==> config.mk <==
export PLATFORM = sky130hd
export DESIGN_NAME = sram_ctrl
export DESIGN_NICKNAME = d
export VERILOG_FILES = /design/src/rtl/sram_ctrl.sv
export SDC_FILE = /design/constraint.sdc
export NUM_CORES = 1
export LEC_CHECK = 0
export ABC_AREA = 1
export CORE_ASPECT_RATIO = 0.5
export CORE_MARGIN = 2
export CORE_UTILIZATION = 30
export CTS_CLUSTER_DIAMETER = 80
export CTS_CLUSTER_SIZE = 16
export DETAILED_ROUTE_END_ITERATION = 16
export DONT_BUFFER_PORTS = 1
export PLACE_DENSITY = 0.43
export SLEW_MARGIN = 20
export SYNTH_ARGS = -nofsm -noshare
export SYNTH_HDL_FRONTEND = slang
export SYNTH_SLANG_ARGS = --single-unit
==> constraint.sdc <==
create_clock -name clk -period 1.8 [get_ports clk]
set_input_delay 0.36 -clock clk [delete_from_list [all_inputs] [get_ports clk]]
set_output_delay 0.36 -clock clk [all_outputs]
set_load 0.01 [all_outputs]
==> src/rtl/sram_ctrl.sv <==
`default_nettype none
// ============================================================================
// Module      : sram_ctrl
// Description : 32-bit load/store bridge to a 16-bit asynchronous SRAM; each
//               word is moved as two half-word accesses (low half, then high).
// Revision    : 1.0 - initial release
// ============================================================================
module sram_ctrl #(
    parameter logic [31:0] BASE_ADDR   = 32'd1024,
    parameter int          WAIT_CYCLES = 2
) (
    input  logic        clk,
    input  logic        rst,
    input  logic        rd_en,
    input  logic        wr_en,
    input  logic [31:0] address,
    input  logic [31:0] write_data,
    output logic [31:0] read_data,
    output logic        ready,
    output logic [17:0] sram_addr,
    output logic [15:0] sram_dq_out,
    output logic        sram_dq_oe,
    input  logic [15:0] sram_dq_in,
    output logic        sram_we_n,
    output logic        sram_oe_n,
    output logic        sram_ce_n
);

    localparam logic [3:0] c_last_cnt = 4'(WAIT_CYCLES - 1);

    typedef enum logic [1:0] {
        ST_IDLE = 2'd0,
        ST_LOW  = 2'd1,
        ST_HIGH = 2'd2,
        ST_DONE = 2'd3
    } state_t;

    state_t      r_state;
    state_t      w_next_state;
    logic [3:0]  r_cnt;
    logic [3:0]  w_cnt_next;

    logic        r_is_wr;
    logic [15:0] r_wdata_hi;
    logic [31:0] r_read_data;
    logic [17:0] r_sram_addr;
    logic [15:0] r_sram_dq_out;
    logic        r_sram_dq_oe;
    logic        r_sram_we_n;
    logic        r_sram_oe_n;
    logic        r_sram_ce_n;

    logic        w_req;
    logic        w_start;
    logic        w_last;
    logic        w_access;
    logic        w_op_wr;
    logic [31:0] w_offset;
    logic        w_unused_offset;

    assign w_req    = rd_en | wr_en;
    assign w_start  = (r_state == ST_IDLE) & w_req;
    assign w_last   = (r_cnt == c_last_cnt);
    assign w_offset = address - BASE_ADDR;
    // Only the 17-bit word index reaches the SRAM; upper bits wrap silently.
    assign w_unused_offset = ^{w_offset[31:19], w_offset[1:0]};

    assign ready = ~w_req | (r_state == ST_DONE);

    always_ff @(posedge clk or negedge rst) begin
        if (!rst) begin
            r_state <= ST_IDLE;
            r_cnt   <= 4'd0;
        end else begin
            r_state <= w_next_state;
            r_cnt   <= w_cnt_next;
        end
    end

    always_comb begin
        w_next_state = r_state;
        w_cnt_next   = 4'd0;
        case (r_state)
            ST_IDLE: begin
                if (w_req) begin
                    w_next_state = ST_LOW;
                end
            end
            ST_LOW: begin
                if (w_last) begin
                    w_next_state = ST_HIGH;
                end else begin
                    w_cnt_next = r_cnt + 4'd1;
                end
            end
            ST_HIGH: begin
                if (w_last) begin
                    w_next_state = ST_DONE;
                end else begin
                    w_cnt_next = r_cnt + 4'd1;
                end
            end
            ST_DONE: begin
                w_next_state = ST_IDLE;
            end
            default: begin
                w_next_state = ST_IDLE;
            end
        endcase
    end

    // Strobes are computed from the next state so the registered pins line up with LOW/HIGH.
    assign w_access = (w_next_state == ST_LOW) | (w_next_state == ST_HIGH);
    assign w_op_wr  = w_start ? wr_en : r_is_wr;

    always_ff @(posedge clk or negedge rst) begin
        if (!rst) begin
            r_is_wr       <= 1'b0;
            r_wdata_hi    <= 16'd0;
            r_read_data   <= 32'd0;
            r_sram_addr   <= 18'd0;
            r_sram_dq_out <= 16'd0;
            r_sram_dq_oe  <= 1'b0;
            r_sram_we_n   <= 1'b1;
            r_sram_oe_n   <= 1'b1;
            r_sram_ce_n   <= 1'b1;
        end else begin
            r_sram_ce_n  <= ~w_access;
            r_sram_we_n  <= ~(w_access & w_op_wr);
            r_sram_oe_n  <= ~(w_access & ~w_op_wr);
            r_sram_dq_oe <= w_access & w_op_wr;

            if (w_start) begin
                r_is_wr     <= wr_en;
                r_wdata_hi  <= write_data[31:16];
                r_sram_addr <= {w_offset[18:2], 1'b0};
                if (wr_en) begin
                    r_sram_dq_out <= write_data[15:0];
                end
            end

            if ((r_state == ST_LOW) && w_last) begin
                r_sram_addr[0] <= 1'b1;
                if (r_is_wr) begin
                    r_sram_dq_out <= r_wdata_hi;
                end else begin
                    r_read_data[15:0] <= sram_dq_in;
                end
            end

            if ((r_state == ST_HIGH) && w_last && !r_is_wr) begin
                r_read_data[31:16] <= sram_dq_in;
            end
        end
    end

    assign read_data   = r_read_data;
    assign sram_addr   = r_sram_addr;
    assign sram_dq_out = r_sram_dq_out;
    assign sram_dq_oe  = r_sram_dq_oe;
    assign sram_we_n   = r_sram_we_n;
    assign sram_oe_n   = r_sram_oe_n;
    assign sram_ce_n   = r_sram_ce_n;

endmodule
`default_nettype wire

# Word level (Yosys, flattened, before mapping)
# Index checks and enable logic that the tools add are counted.
[classes]
addsub = 2
eq_ne = 6
muxes = 13
n_bitwise = 12
n_reduce_logical = 8
[op_table]
columns = ["operator", "count"]
rows = [
  ["2-to-1 mux 16 bit", 4],
  ["subtractor 19 x 11 -> 19 bit (second input constant)", 1],
  ["2-to-1 mux 4 bit", 2],
  ["case mux 2 bit (4 select lines)", 1],
  ["== test 2 bit (second input constant)", 3],
  ["2-to-1 mux 2 bit", 3],
  ["NOT 1 bit", 6],
  ["adder 4 x 1 -> 4 bit (second input constant)", 1],
  ["== test 2 x 1 -> 1 bit (second input constant)", 2],
  ["== test 4 x 1 -> 1 bit (second input constant)", 1],
  ["AND 1 bit", 3],
  ["logical AND 1 bit", 3],
  ["2-to-1 mux 1 bit", 3],
  ["bitwise OR 1 bit", 3],
  ["logical NOT 2 bit", 1],
  ["AND reduction 2 bit", 1],
  ["nonzero test 2 bit", 1],
  ["OR reduction 2 bit", 1],
  ["logical NOT 1 bit", 1],
]
[word_totals]
reg_bits = 93
in_bits = 84
out_inout_bits = 71
wordCells = 54

# Longest topological paths before layout
[depth]
depth_word = 7
depth_mapped = 9
depth_no_buf = 9

# Least setup slack after synthesis
# Ideal clock, no wire load.
[synth_path]
kind = "reg-to-reg"
start = "reg r_state[0]"
end = "reg r_sram_addr[1], in the netlist sram_addr[1]"
setup_ns = 0.117
arrival_time_ns = 1.414
t_required_ns = 1.683
path_slack_ns = 0.270
path_stages_with_launch = 10
synth_period_minus_slack_ns = 1.530
path_cell_list = "dfrtp_1 inv_1 ha_1 inv_2 nor2_8 inv_1 buf_2 buf_4 nand2_1 nand2_1"
[synth_between]
elab_chain_cells = 2
[synth_lines]
columns = ["item", "line", "source"]
rows = [
  ["from (decl)", "38", "state_t r_state;"],
  ["from (signal assigned)", "75", "r_state <= w_next_state;"],
  ["logical NOT 2 bit", "62", "assign w_start = (r_state == ST_IDLE) & w_req;"],
  ["AND 1 bit", "62", ""],
  ["to (signal assigned)", "136", "r_sram_addr <= {w_offset[18:2], 1'b0};"],
  ["to (decl)", "46", "logic [17:0] r_sram_addr;"],
]
# No other way between the ends.
# A chain may end at the register's enable or synchronous reset.

# Final worst setup path
[layout_path]
start = "reg r_state[0]"
end = "out ready"
[layout_between]
elab_chain_cells = 2
[layout_lines]
columns = ["item", "line", "source"]
rows = [
  ["== test 2 bit", "68", "assign ready = ~w_req | (r_state == ST_DONE);"],
  ["bitwise OR 1 bit", "68", ""],
  ["to (decl)", "19", "output logic ready,"],
]
# No other way between the ends.

==> flow_summary.yaml <==
routing:
  route.detailed.drc: 0
  ant_nets: 0
  avgViaCountPerCell: 4.600
  vias: 2797
  drtIter0Drc: 132
  wire_per_inst_um: 15.16
  firstDrtPassIters: 5
  wl_um: 9218
logic_synthesis:
  syn_avg_cell_area_um2: 9.094
  yosysWarningCount: 0
  synth_cell_type_count: 28
  seq_area_frac_synth_pct: 58.79
  ys_ff_latch: 93
  syn-cell-area_um2: 3965
  synth_nets: 528
  synth_cells: 436
timing:
  min_period_ps: 1664
  timing.setup.tns_ps: 0
  whs_ps: -280.6
  fin_skew_ps: 9.014
  worst_slew_pin_slew_ps: 332.7
  timing.fmax_mhz: 601.1
  finalHoldViolCount: 93
  final-setup-viol-count: 0
  drv_slew: 0
  setup_slack_ps: 136.5
  fin_crit_sh_pct: 92.42
  max_slew_margin_pct: 77.77
clocking:
  cts_inserted_buffers: 9
  clk_path_buf_depth: 2
  cts_max_level: 3
  clock_latency_ps: 340
  tritoncts: "done"
  cts_root_buf: "clkbuf_16"
  clock-sinks: 93
  cts_setup_buffers: 0
  clkTransAtPathRegs_ps: 70
run:
  maxCapViolCount: 0
placement:
  dp_worst_setup_slack_ps: 74.29
  portBuffers: 0
  gp_congestion: 0.7782
  dpl.hpwl_um: 6239
  dp.cells: 592
  place_area_um2: 4150
layout:
  layoutNonFillerInstCount: 608
  antenna_cells: 0
  final_cell_area_um2: 4484
  postLayoutCoreUtil_pct: 35.11
  seqCellArea_um2: 2331
  final_layout_size_suffix_gt1_share_pct: 7.991
  synthToLayoutAreaGrowth_pct: 13.10
  multiInputGateArea_um2: 1386
  nets: 525
  layout.cells.most_common_list: "151 x nand2_1, 90 x dfrtp_1, 38 x o21ai_0"
  mostFrequentLayoutCell: "nand2_1"
  fillCellCount: 1339
floorplanning:
  num_rows: 29
  start_util_pct: 31.04
  die_h_um: 85.29
  core_area_um2: 12770
  die_x_um: 166.6
  die-area_um2: 14210
  ios: 155
critical_path:
  rrSetupSlack_ps: 190
  critPathSlowestCell: "dfrtp_1"
  crit_required_ps: 1440
  crit_chain: "ha_1, or2_2"
  cpLargestDelayFamily: "flip-flops"
  reg2reg_from: "r_state[0]"
  r2r_cells: 8
  worstPathArrival_ps: 1300
  max_stage_delay_ps: 430
  cp-start-kind: "flop"
  critPathKind: "reg -> out"
  cp-end-kind: "primary output"
  cp.buffers_inverters: 0
  crit_fanout: 5
  r2r_end: "sram_addr[14]"
grt:
  grt_max_degree: 94
  grt_overflow: 0
  antenna_found_initial: 0
  globalRouteTotalUtil_pct: 13.83
  grt_pass1_wl_um: 15460
  grt_pass1_vias: 2938
outcome:
  violations: "negative hold slack"
  run_status: "complete, but fails checks"
power_and_ir_drop:
  p_leak_nw: 2.240
  finalPower_mw: 8.591
  peakVddDrop_mv: 0.5258
  p_per_area_nw_per_um2: 1916
hold_path:
  hp-class: "in -> async"
state kept, by name, summed over array words and instances, names as in the netlist:
name and flops:
read_data 32, sram_oe_n 1, r_state 2, sram_ce_n 1, sram_dq_out 16, sram_dq_oe 1, r_cnt 4, sram_addr 18
sram_we_n 1, r_wdata_hi 16, r_is_wr 1
routing by layer:
| layer | global-route usage, % | routed length (um) |
|---|---|---|
| met1 | 18.00 | 4317 |
| met2 | 21.90 | 4127 |
| met3 | 5.410 | 705 |
| met4 | 3.292 | 68 |
| met5 | 0 | 0 |
worst max path at each step:
stage / from / endpoint / slack, ps / depth (start not counted)
global route: r_state[0] / sram_addr[14] / -4 / 8
detailed placement: r_state[0] / sram_addr[14] / 70 / 8
CTS: r_state[0] / sram_addr[14] / 80 / 8
global placement: r_state[0] / sram_addr[14] / 70 / 8
floorplan: r_state[0] / sram_addr[1] / 270 / 9
finish: r_state[0] / ready / 140 / 2
layout make-up:
cell class	instances	share of cell area (%)
Tap cell	170	4.743
Inverter	32	2.679
Sequential cell	93	51.98
Timing Repair Buffer	7	2.288
Clock inverter	6	2.065
Multi-Input combinational cell	290	30.92
Clock buffer	10	5.329
synthesized netlist by cell type:
master    count  area share (%)
a21oi_1       1            0.13
nor2_8        2             1.0
nor2_2        1            0.16
nor3b_1       1            0.19
nand2_1     151              14
o21ai_2       1            0.22
o21ai_1       2            0.25
o21ai_0      38             4.8
buf_2        11             1.4
ha_1          8             2.5
nor3_1        1            0.13
dfstp_2       3             2.0
nand3_1      31             3.9
xnor2_1       4            0.88
nand4_1       1            0.16
clkbuf_1      4            0.38
buf_4         2            0.38
nor2_1       26             2.5
dfrtp_1      90              57
buf_6         4             1.1
a31oi_1      16             2.5
nand2_4       1            0.28
xor2_1        2            0.44
inv_2         1           0.095
inv_1        31             2.9
or2_2         1            0.16
o31ai_1       1            0.19
o21a_1        1            0.19
repair_timing:
action	in CTS	in global routing
resized for setup	0	2
endpoints found under the hold margin	93	93
setup endpoints to repair	0	38
cells by family after synthesis:
family                   count (synthesis)  synth area share, %
XOR/XNOR                                 6                1.325
AND/OR/NAND/NOR                        216                22.75
buffers and inverters                   53                6.311
flip-flops                              93                58.79
AO/OA/AOI/OAI                           60                8.299
adder cells (fa/ha/maj)                  8                2.525
report_power, final:
part	leakage, nW	switching [mW]	internal [mW]
combinational	0.962	1.39	0.900
sequential	1.12	1.07	3.15
clock	0.156	0.816	1.26
Note: power is estimated with default switching activity, not from simulation.
